--- src/rtl/io_bus_ctrl_pkg.sv ---
// io_bus_ctrl_pkg -- shared definitions for the CPU IO bus controller.
//   state_e       : controller FSM states (IDLE, ACCESS, DONE)
//   DEV_*         : device indices, i.e. bit positions in the one-hot dev_sel
//   PAGE_*        : io_addr[9:4] values that select each device
//   IO_BASE       : upper 22 address bits of the IO window (all ones)
//   dev_onehot()  : device index -> one-hot select
package io_bus_ctrl_pkg;

  typedef enum logic [1:0] {
    ST_IDLE   = 2'd0,
    ST_ACCESS = 2'd1,
    ST_DONE   = 2'd2
  } state_e;

  localparam int unsigned NUM_DEV    = 4;
  localparam int unsigned DEV_LED    = 0;
  localparam int unsigned DEV_SWITCH = 1;
  localparam int unsigned DEV_SEG7   = 2;
  localparam int unsigned DEV_TIMER  = 3;

  localparam logic [5:0] PAGE_LED    = 6'h00;
  localparam logic [5:0] PAGE_SWITCH = 6'h01;
  localparam logic [5:0] PAGE_SEG7   = 6'h02;
  localparam logic [5:0] PAGE_TIMER  = 6'h03;

  localparam logic [21:0] IO_BASE = 22'h3F_FFFF;

  function automatic logic [NUM_DEV-1:0] dev_onehot(input int unsigned idx);
    return NUM_DEV'(1 << idx);
  endfunction

endpackage

--- src/rtl/io_addr_decode.sv ---
// io_addr_decode -- combinational IO page decoder.
//   page_i   in  6  io_addr[9:4]
//   sel_o    out 4  one-hot device select (all zero when unmapped)
//   mapped_o out 1  page belongs to a device
module io_addr_decode
  import io_bus_ctrl_pkg::*;
(
  input  logic [5:0] page_i,
  output logic [3:0] sel_o,
  output logic       mapped_o
);

  always_comb begin
    sel_o    = '0;
    mapped_o = 1'b0;
    case (page_i)
      PAGE_LED: begin
        sel_o    = dev_onehot(DEV_LED);
        mapped_o = 1'b1;
      end
      PAGE_SWITCH: begin
        sel_o    = dev_onehot(DEV_SWITCH);
        mapped_o = 1'b1;
      end
      PAGE_SEG7: begin
        sel_o    = dev_onehot(DEV_SEG7);
        mapped_o = 1'b1;
      end
      PAGE_TIMER: begin
        sel_o    = dev_onehot(DEV_TIMER);
        mapped_o = 1'b1;
      end
      default: begin
        sel_o    = '0;
        mapped_o = 1'b0;
      end
    endcase
  end

endmodule

--- src/rtl/io_bus_ctrl.sv ---
// io_bus_ctrl -- bridges CPU IO load/store requests onto a simple
// request/acknowledge device bus, stalling the pipeline until done.
//   clock, rst_n         clock, async active-low reset
//   io_read/io_write     CPU request (held while stall=1); both set = write
//   io_addr, io_wdata    CPU address [9:0] and store data
//   stall                (io_read|io_write) & (state != DONE)
//   io_rdata             load data, valid in DONE, held otherwise
//   dev_sel/req/we/reg/wdata  device request bundle, registered
//   dev_ack, dev_rdata   device response, only honoured in ACCESS
//   err_unmapped/timeout sticky error flags
//   dbg_state_o          current FSM state, for observation
//
// Device handshake: dev_req rises on entry to ACCESS with dev_sel, dev_we,
// dev_reg and dev_wdata already stable, and all of them stay constant until
// the cycle in which dev_ack=1 is seen (or the wait counter expires); the
// transfer completes on that edge and dev_req drops in DONE.
module io_bus_ctrl
  import io_bus_ctrl_pkg::*;
#(
  parameter int unsigned TIMEOUT_CYC = 255
) (
  input  logic        clock,
  input  logic        rst_n,
  input  logic        io_read,
  input  logic        io_write,
  input  logic [9:0]  io_addr,
  input  logic [31:0] io_wdata,
  output logic        stall,
  output logic [31:0] io_rdata,
  output logic [3:0]  dev_sel,
  output logic        dev_req,
  output logic        dev_we,
  output logic [3:0]  dev_reg,
  output logic [31:0] dev_wdata,
  input  logic        dev_ack,
  input  logic [31:0] dev_rdata,
  output logic        err_unmapped,
  output logic        err_timeout,
  output state_e      dbg_state_o
);

  // Counter value at which the current ACCESS cycle is the last one allowed.
  localparam logic [7:0] TIMEOUT_LAST = 8'(TIMEOUT_CYC - 1);

  state_e      state_q;
  logic [3:0]  dev_sel_q;
  logic        dev_req_q;
  logic        dev_we_q;
  logic [3:0]  dev_reg_q;
  logic [31:0] dev_wdata_q;
  logic [31:0] io_rdata_q;
  logic [7:0]  wait_q;
  logic        err_unmapped_q;
  logic        err_timeout_q;

  logic [3:0]  dec_sel;
  logic        dec_mapped;
  logic        io_req;

  io_addr_decode u_decode (
    .page_i   (io_addr[9:4]),
    .sel_o    (dec_sel),
    .mapped_o (dec_mapped)
  );

  assign io_req = io_read | io_write;

  always_ff @(posedge clock or negedge rst_n) begin
    if (!rst_n) begin
      state_q        <= ST_IDLE;
      dev_sel_q      <= '0;
      dev_req_q      <= 1'b0;
      dev_we_q       <= 1'b0;
      dev_reg_q      <= '0;
      dev_wdata_q    <= '0;
      io_rdata_q     <= '0;
      wait_q         <= '0;
      err_unmapped_q <= 1'b0;
      err_timeout_q  <= 1'b0;
    end else begin
      case (state_q)
        ST_IDLE: begin
          if (io_req) begin
            dev_sel_q   <= dec_sel;
            // A simultaneous read and write is handled as a write.
            dev_we_q    <= io_write;
            dev_reg_q   <= io_addr[3:0];
            dev_wdata_q <= io_wdata;
            if (dec_mapped) begin
              state_q   <= ST_ACCESS;
              dev_req_q <= 1'b1;
              wait_q    <= '0;
            end else begin
              state_q        <= ST_DONE;
              io_rdata_q     <= '0;
              err_unmapped_q <= 1'b1;
            end
          end
        end
        // The CPU request is not looked at here: once started, an access
        // runs to completion even if the request is dropped.
        ST_ACCESS: begin
          if (dev_ack) begin
            state_q    <= ST_DONE;
            dev_req_q  <= 1'b0;
            io_rdata_q <= dev_we_q ? 32'd0 : dev_rdata;
          end else begin
            wait_q <= wait_q + 8'd1;
            if (wait_q == TIMEOUT_LAST) begin
              state_q       <= ST_DONE;
              dev_req_q     <= 1'b0;
              io_rdata_q    <= '0;
              err_timeout_q <= 1'b1;
            end
          end
        end
        ST_DONE: begin
          state_q <= ST_IDLE;
        end
        default: begin
          state_q   <= ST_IDLE;
          dev_req_q <= 1'b0;
        end
      endcase
    end
  end

  assign stall        = io_req & (state_q != ST_DONE);
  assign io_rdata     = io_rdata_q;
  assign dev_sel      = dev_sel_q;
  assign dev_req      = dev_req_q;
  assign dev_we       = dev_we_q;
  assign dev_reg      = dev_reg_q;
  assign dev_wdata    = dev_wdata_q;
  assign err_unmapped = err_unmapped_q;
  assign err_timeout  = err_timeout_q;
  assign dbg_state_o  = state_q;

endmodule
--- config.mk ---
export PLATFORM = sky130hd
export DESIGN_NAME = io_bus_ctrl
export DESIGN_NICKNAME = d
export VERILOG_FILES = /design/src/rtl/io_bus_ctrl_pkg.sv /design/src/rtl/io_addr_decode.sv /design/src/rtl/io_bus_ctrl.sv
export SDC_FILE = /design/constraint.sdc
export NUM_CORES = 1
export LEC_CHECK = 0
export ABC_AREA = 1
export CORE_MARGIN = 2
export CORE_UTILIZATION = 40
export CTS_BUF_LIST = sky130_fd_sc_hd__clkbuf_8
export DETAILED_ROUTE_END_ITERATION = 16
export PLACE_DENSITY = 0.76
export SKIP_LAST_GASP = 1
export SLEW_MARGIN = 20
export SYNTH_ARGS = -nofsm -noshare
export SYNTH_HDL_FRONTEND = slang
export SYNTH_HIERARCHICAL = 1
export SYNTH_SLANG_ARGS = --single-unit
export TNS_END_PERCENT = 1
--- constraint.sdc ---
create_clock -name clock -period 1.9 [get_ports clock]
set_input_delay 0.19 -clock clock [delete_from_list [all_inputs] [get_ports clock]]
set_output_delay 0.19 -clock clock [all_outputs]
set_load 0.02 [all_outputs]
* Yosys cells after proc, flatten, opt, wreduce, memory -nomap -nowiden *
Index checks and enable logic that the tools add are counted.

word-level totals
  bits in registers = 86
  bits of input ports = 79
  output and inout bits = 79
  word-level logic and storage cells = 61

cells by class
  $add $sub $neg = 1
  eq/ne operators = 12
  multiplexer cells = 22
  bitwise operators = 5
  reduce and logical (&&, ||, !) cells = 11

operators by type and width
  operator               count
  $mux W32               5
  $pmux W32 S2           1
  $mux W8                3
  $pmux W4 S4            1
  $pmux W8 S2            1
  $eq A6 B2 Y1 const B   2
  $reduce_and A4 Y1      3
  $ne A2 B2 Y1 const B   5
  $add A8 B1 Y8 const B  1
  $eq A8 B8 Y1 const B   1
  $mux W2                4
  $eq A6 B1 Y1 const B   1
  $logic_not A6 Y1       1
  $reduce_and A3 Y1      2
  $mux W1                5
  $pmux W2 S2            1
  $reduce_and A2 Y1      2
  $reduce_or A4 Y1       1
  $ne A3 B3 Y1 const B   1
  $not A1 Y1             3
  $pmux W1 S3            1
  $eq A2 B1 Y1 const B   1
  $eq A2 B2 Y1 const B   1
  $logic_not A2 Y1       1
  other kinds (3)        3

* Longest topological paths before layout *
Gate-level depths: netlist of run 1.

  depth in word-level cells = 6
  mapped depth = 11
  gate-level depth less buffers = 10

* Modules after synthesis *
Netlist of run 1, hierarchy kept.

by module, submodules not included
  module          times used  cells each  area each (um^2)  sequential area each (um^2)
  io_bus_ctrl     1           408         3652.3            2152.1
  io_addr_decode  1           14          52.6              0.0

* Worst setup path after synthesis of run 1 *
Ideal clock, no wire load.

  kind = register to register
  start = register wait_q[0]
  end = register io_rdata_q[14], in the netlist io_rdata[14]
  setup time = 117 ps
  arrival time = 1269 ps
  required time = 1783 ps
  slack = 514 ps
  stages on the path, launching flop included = 11
  period minus slack after synthesis = 1386 ps
  path through = dfrtp_1 inv_1 ha_1 nand2_1 nor2_1 nand2_2 nand2_4 nand3_4 buf_6 nand2_2 nand2_1

between the ends
  word-level cells in the longest chain between the ends = 3

RTL lines
  element                             RTL line            RTL
  start: declaration                  io_bus_ctrl.sv:52   logic [7:0] wait_q;
  start signal: assignment            io_bus_ctrl.sv:108  wait_q <= wait_q + 8'd1;
  $eq A8 B8 Y1                        io_bus_ctrl.sv:109  if (wait_q == TIMEOUT_LAST) begin
  $ne A3 B3 Y1 (no source line)       --
  $reduce_and A4 Y1 (no source line)  --
  end signal: assignment              io_bus_ctrl.sv:106  io_rdata_q <= dev_we_q ? 32'd0 : dev_rdata;
  end: declaration                    io_bus_ctrl.sv:51   logic [31:0] io_rdata_q;

Every way passes these cells.
A chain may end at the register's enable or synchronous reset.

* Worst setup path in the final report of run 1 *
  start = register state_q[1], in the netlist dbg_state_o[1]
  end = output port dbg_state_o[1]

RTL lines
  element                   RTL line           RTL
  start: declaration        io_bus_ctrl.sv:45  state_e state_q;
  start signal: assignment  io_bus_ctrl.sv:70  state_q <= ST_IDLE;
  start signal: assignment  io_bus_ctrl.sv:90  state_q <= ST_ACCESS;
  start signal: assignment  io_bus_ctrl.sv:94  state_q <= ST_DONE;
  end: declaration          io_bus_ctrl.sv:39  output state_e dbg_state_o

No word-level cell between the ends.

==> flow_summary.yaml, run 1 <==
final_layout:
  area_delta_synth_final_pct: 52.9
  diodes: 0
  mostFrequentLayoutCell: "nand2_1"
  drive_gt1_share_pct: 9.69
  layout_common_cells: "nand2_1 (163), clkdlybuf4s50_1 (155), dfrtp_1 (85)"
  final_nets: 664
power_and_ir_drop:
  seqPwrFrac_pct: 35.3
  ir_drop_uv: 829
  power.share.switching_pct: 39.4
  total_power_uw: 8080
  comb_power_share_pct: 46.8
  leakagePower_uw: 0.00276
  pwr-share-clk_pct: 17.9
  power.density_mw_per_mm2: 1430
  internal_power_uw: 4890
  switching_power_uw: 3190
floorplanning:
  core_mm2: 0.00911
  fp.dieH_um: 100
  start_util_pct: 40.7
  die_area_mm2: 0.0100
  die_w_um: 100
  num_rows: 35
  io_pins: 158
critical_path:
  path_cells: "clkdlybuf4s50_1"
  reg2regPathDepth: 10
  cp_max_fo: 5
  cp_top_family: "buffers and inverters"
  slowest_stage: "clkdlybuf4s50_1"
  r2r-end: "io_rdata[17]"
  timing.rr.start: "wait_q[0]"
  setup.worst_path.start: "dbg_state_o[1]"
  crit_required_ps: 1710
  critPathArrivalTime_ps: 1490
  max_stage_delay_ps: 660
  cp-start-kind: "flip-flop"
  endpoint_kind: "primary output"
  reg2reg_slack_ps: 320
  critPathKind: "flip-flop to primary output"
  critPathBufInv: 1
routing:
  via_per_inst: 4.54
  vias: 3172
  dr.pass1.iters: 4
  routed_wl_mm: 8.72
  drt_iter0_markers: 103
  drc: 0
  wl_per_cell_um: 12.5
  ant_nets: 0
min_path:
  min_from: "dev_rdata[9]"
  hold_end: "io_rdata[9]"
  holdPathStages: 3
  hold_path.class: "input port to flip-flop"
yosys:
  ys_seq_area_share_pct: 58.1
  netlist_instances: 422
  synth_compound_area_share_pct: 8.07
  muxShareOfSynthArea_pct: 0
  syn_nets: 503
  synth_top_family_by_area: "simple AND/OR/NAND/NOR gates"
  ys_types: 23
  netlist_area_mm2: 0.00370
  synth_xor_area_share_pct: 0
  yosysTopAreaCellShare_pct: 58.1
  yosysTopAreaCell: "dfrtp_1"
  yosys_warnings: 6
  synthSimpleGateAreaFrac_pct: 24.9
  synthAdderAreaFrac_pct: 0.675
  yosys_register_bits: 86
  avgSynthCellArea_um2: 8.78
  synthTopCellsByArea: "dfrtp_1 (58%), nand2_1 (17%), inv_1 (5.5%)"
global_routing:
  grt_usage_pct: 17.8
  overflow: 0
  grt_pass1_vias: 3018
  grt_pass1_wl_mm: 14.1
  grt_max_degree: 83
  antenna_found_initial: 0
cts:
  cts_setup_buffers: 0
  cts_tree: "yes"
  cts_made_buffers: 9
  clock_latency_ps: 360
  clkTransAtPathRegs_ps: 100
  root_buffer: "clkbuf_8"
  cts_num_sinks: 86
  cts_buffer_depth: 2
  cts.htree.levels: 3
timing:
  fmax_ghz: 0.597
  drv_slew: 0
  period_share_pct: 88.2
  fin_skew_ps: 13.7
  finalHoldViolCount: 0
  fin_crit_ps: 1680
  finalSetupViolations: 0
  rsz0062_at_grt: "false"
  setup_ws_ps: 224
  setup_tns_ps: 0
  worst_pin_slew_ps: 626
  timing.slew.headroom_pct: 58.3
place:
  port_buffers: 157
  dp_hpwl_mm: 6.48
  place_worst_setup_slack_ps: 151
  gp_congestion: 0.797
job:
  drv_cap: 0
run_status:
  status: "finished, final reports clean"
power by group through the flow:
stage,registers [µW],clock network [µW],logic [µW]
2_1_floorplan,3610,0,1310
3_5_place_dp,2880,0,3830
6_report,2850,1450,3780
5_1_grt,2940,1560,4110
3_3_place_gp,2850,0,3750
4_1_cts,2860,1480,3840
layout make-up:
type | instances | area, µm²
inverter | 56 | 210
sequential | 86 | 2150
multi-input combinational | 265 | 1250
timing repair buffer | 165 | 1680
clock buffer | 9 | 124
fill | 791 | 3450
clock inverter | 7 | 103
tap | 111 | 139
synth_stat cells (all sizes together):
cell type and number:
o21bai 3, dfrtp 86, ha 2, a21oi 1, or2 1, nand2 179, buf 12, nor3 1
nand4 3, a31o 1, nor2 15, clkbuf 3, nand3 11, inv 56, o21ai 48
worst max-delay path by stage:
stage	endpoint	slack [ps]	depth (start not counted)
finish	dbg_state_o[1]	220	1
detailed placement	stall	150	4
floorplan	io_rdata[14]	510	10
CTS	dbg_state_o[1]	200	1
global placement	stall	150	4
global route	dbg_state_o[1]	180	1
what timing repair did:
action,in CTS,in global routing
setup endpoints to repair,1,0
hold buffers,1,0
hold endpoints to repair,47,0
resized for setup,2,0
through the flow:
stage	utilization, %	area [µm²]	cells	hold slack [ps]
final	62.2	5660	699	354
after global routing	62.2	5660	699	339
after CTS	62.2	5660	699	347
after detailed placement	59.6	5430	682	253
after global placement	59.6	5430	682	251
after floorplan	-	3700	422	-106
layer usage:
metal  GRT usage [%]  vias up  routed length [µm]
met5               0        -                   0
met4            5.90        0                 127
met3            7.03       11                 752
met2            29.0      107                4250
met1            21.6     1446                3590
li1                -     1608                   -
cells by family after synthesis:
kind of cell / Yosys count
flip-flops: 86
AO/OA/AOI/OAI: 53
adder cells (fa/ha/maj): 2
buffers and inverters: 71
AND/OR/NAND/NOR: 210
worst register-to-register path: cells and delay by family (launching register included):
kind,cells,cell delay [ps]
adder cells (fa/ha/maj),1,160
buffers and inverters,2,290
flip-flops,1,400
AND/OR/NAND/NOR,7,590
Power figures use the tool's default switching activity.
==> run 2: changes to the inputs <==
- CORE_UTILIZATION: 40 -> 39
- GPL_TIMING_DRIVEN: default -> 0
- PLACE_DENSITY: 0.76 -> 0.75
==> run 2 against run 1 <==
Net effect: cell area increased by 1.1%; clock power is 7% higher; flip-flop and latch count did not move; total power rose by 2.5%; largest cell class unchanged; highest routed layer unchanged.
==> flow_summary.yaml, run 2 (synthesized netlist as in run 1, its figures left out) <==
critical_path:
  slowest_stage: "clkdlybuf4s50_1"
  endpoint_kind: "primary output"
  timing.rr.start: "wait_q[0]"
  setup.worst_path.start: "dbg_state_o[1]"
  cp_max_fo: 5
  max_stage_delay_ps: 670
  crit_required_ps: 1710
  cp_top_family: "buffers and inverters"
  path_cells: "clkdlybuf4s50_1"
  critPathArrivalTime_ps: 1480
  critPathBufInv: 1
  cp-start-kind: "flip-flop"
  critPathKind: "flip-flop to primary output"
global_routing:
  grt_pass1_wl_mm: 14.8
  grt_pass1_vias: 3253
  antenna_found_initial: 0
  overflow: 0
  grt_usage_pct: 18.1
  grt_max_degree: 50
timing:
  drv_slew: 0
  period_share_pct: 87.7
  fin_crit_ps: 1670
  worst_pin_slew_ps: 513
  rsz0062_at_grt: "false"
  finalHoldViolCount: 0
  fmax_ghz: 0.600
  fin_skew_ps: 6.56
  finalSetupViolations: 0
  setup_ws_ps: 235
  timing.slew.headroom_pct: 65.8
final_layout:
  layout_common_cells: "nand2_1 (163), clkdlybuf4s50_1 (155), dfrtp_1 (85)"
  final_cells: 726
  mostFrequentLayoutCell: "nand2_1"
  final_nets: 673
  diodes: 0
  area_delta_synth_final_pct: 54.5
  fill_cells: 812
  drive_gt1_share_pct: 10.4
place:
  port_buffers: 157
  dp_hpwl_mm: 6.84
  place_worst_setup_slack_ps: 109
  dp_cells: 709
  gp_congestion: 0.804
routing:
  routed_wl_mm: 9.01
  wl_per_cell_um: 12.4
  drc: 0
  ant_nets: 0
  drt_iter0_markers: 51
  vias: 3204
  dr.pass1.iters: 4
  via_per_inst: 4.41
power_and_ir_drop:
  power.density_mw_per_mm2: 1450
  total_power_uw: 8280
  ir_drop_uv: 676
  leakagePower_uw: 0.00280
cts:
  cts_buffer_depth: 2
  cts.htree.levels: 3
  clkTransAtPathRegs_ps: 90
  cts_tree: "yes"
  cts_num_sinks: 86
  cts_setup_buffers: 0
  clock_latency_ps: 340
  root_buffer: "clkbuf_8"
  cts_made_buffers: 9
floorplanning:
  die_w_um: 101
  die_area_mm2: 0.0103
  io_pins: 158
  fp.dieH_um: 101
  start_util_pct: 40.1
  num_rows: 35
  core_mm2: 0.00924
min_path:
  hold_path.class: "input port to asynchronous set/reset pin"
run_status:
  status: "finished, final reports clean"
job:
  drv_cap: 0
-- run 2: cell types whose count changed in the layout (fill, tap and decap cells not counted), sizes merged --
cell	before	now
dlymetal6s2s	0	1
clkinv	2	1
buf	8	14
dlygate4sd2	1	0
clkinvlp	0	1
inv	59	57
bufinv	2	3
clkbuf	9	13
-- run 2: per-stage QoR --
step                hold slack (ps)  util (%)  TNS (ps)  cell area [µm²]
floorplan                      -106         -         0             3700
global placement                452      58.8   -210050             5440
CTS                             361      61.9         0             5720
detailed placement              200      59.1         0             5460
finish                          369      61.9         0             5720
global route                    377      61.9         0             5720
-- run 2: path summary, 6_finish.rpt --
| kind | to | slack [ps] | depth (start not counted) |
|---|---|---|---|
| min in group clock | io_rdata[4] | 390 | 3 |
| setup reg to reg | io_rdata[20] | 310 | 10 |
| hold / removal | wait_q[3] | 370 | 2 |
| setup / recovery | dbg_state_o[1] | 230 | 1 |
| max in group asynchronous | io_rdata[16] | 930 | 3 |
| hold reg to reg | io_rdata[8] | 470 | 2 |
-- run 2: per-layer routing --
metal	wire (µm)	track usage, %
met5	0	0
met4	113	6.55
met3	643	5.31
met2	4370	29.9
met1	3880	22.6
-- run 2: final cells by class --
class / instances / area [µm²] / share of cell area, %
sequential: 86 / 2150 / 37.6
timing repair buffer: 159 / 1610 / 28.1
inverter: 56 / 210 / 3.67
multi-input combinational: 265 / 1250 / 21.8
clock buffer: 10 / 138 / 2.40
tap: 129 / 161 / 2.82
clock inverter: 6 / 110 / 1.92
buffer: 15 / 96.3 / 1.68
-- run 2: repair_timing --
| action | 4_1_cts | 5_1_grt |
|---|---|---|
| hold endpoints to repair | 37 | 0 |
| resized for setup | 1 | 1 |
| gates cloned | 0 | 0 |
| hold buffers | 1 | 0 |
| setup endpoints to repair | 1 | 1 |
-- run 2: power breakdown --
| part | internal [µW] | switching (µW) |
|---|---|---|
| Sequential | 2460 | 400 |
| Clock | 908 | 646 |
| Combinational | 1730 | 2140 |
| Total | 5090 | 3180 |
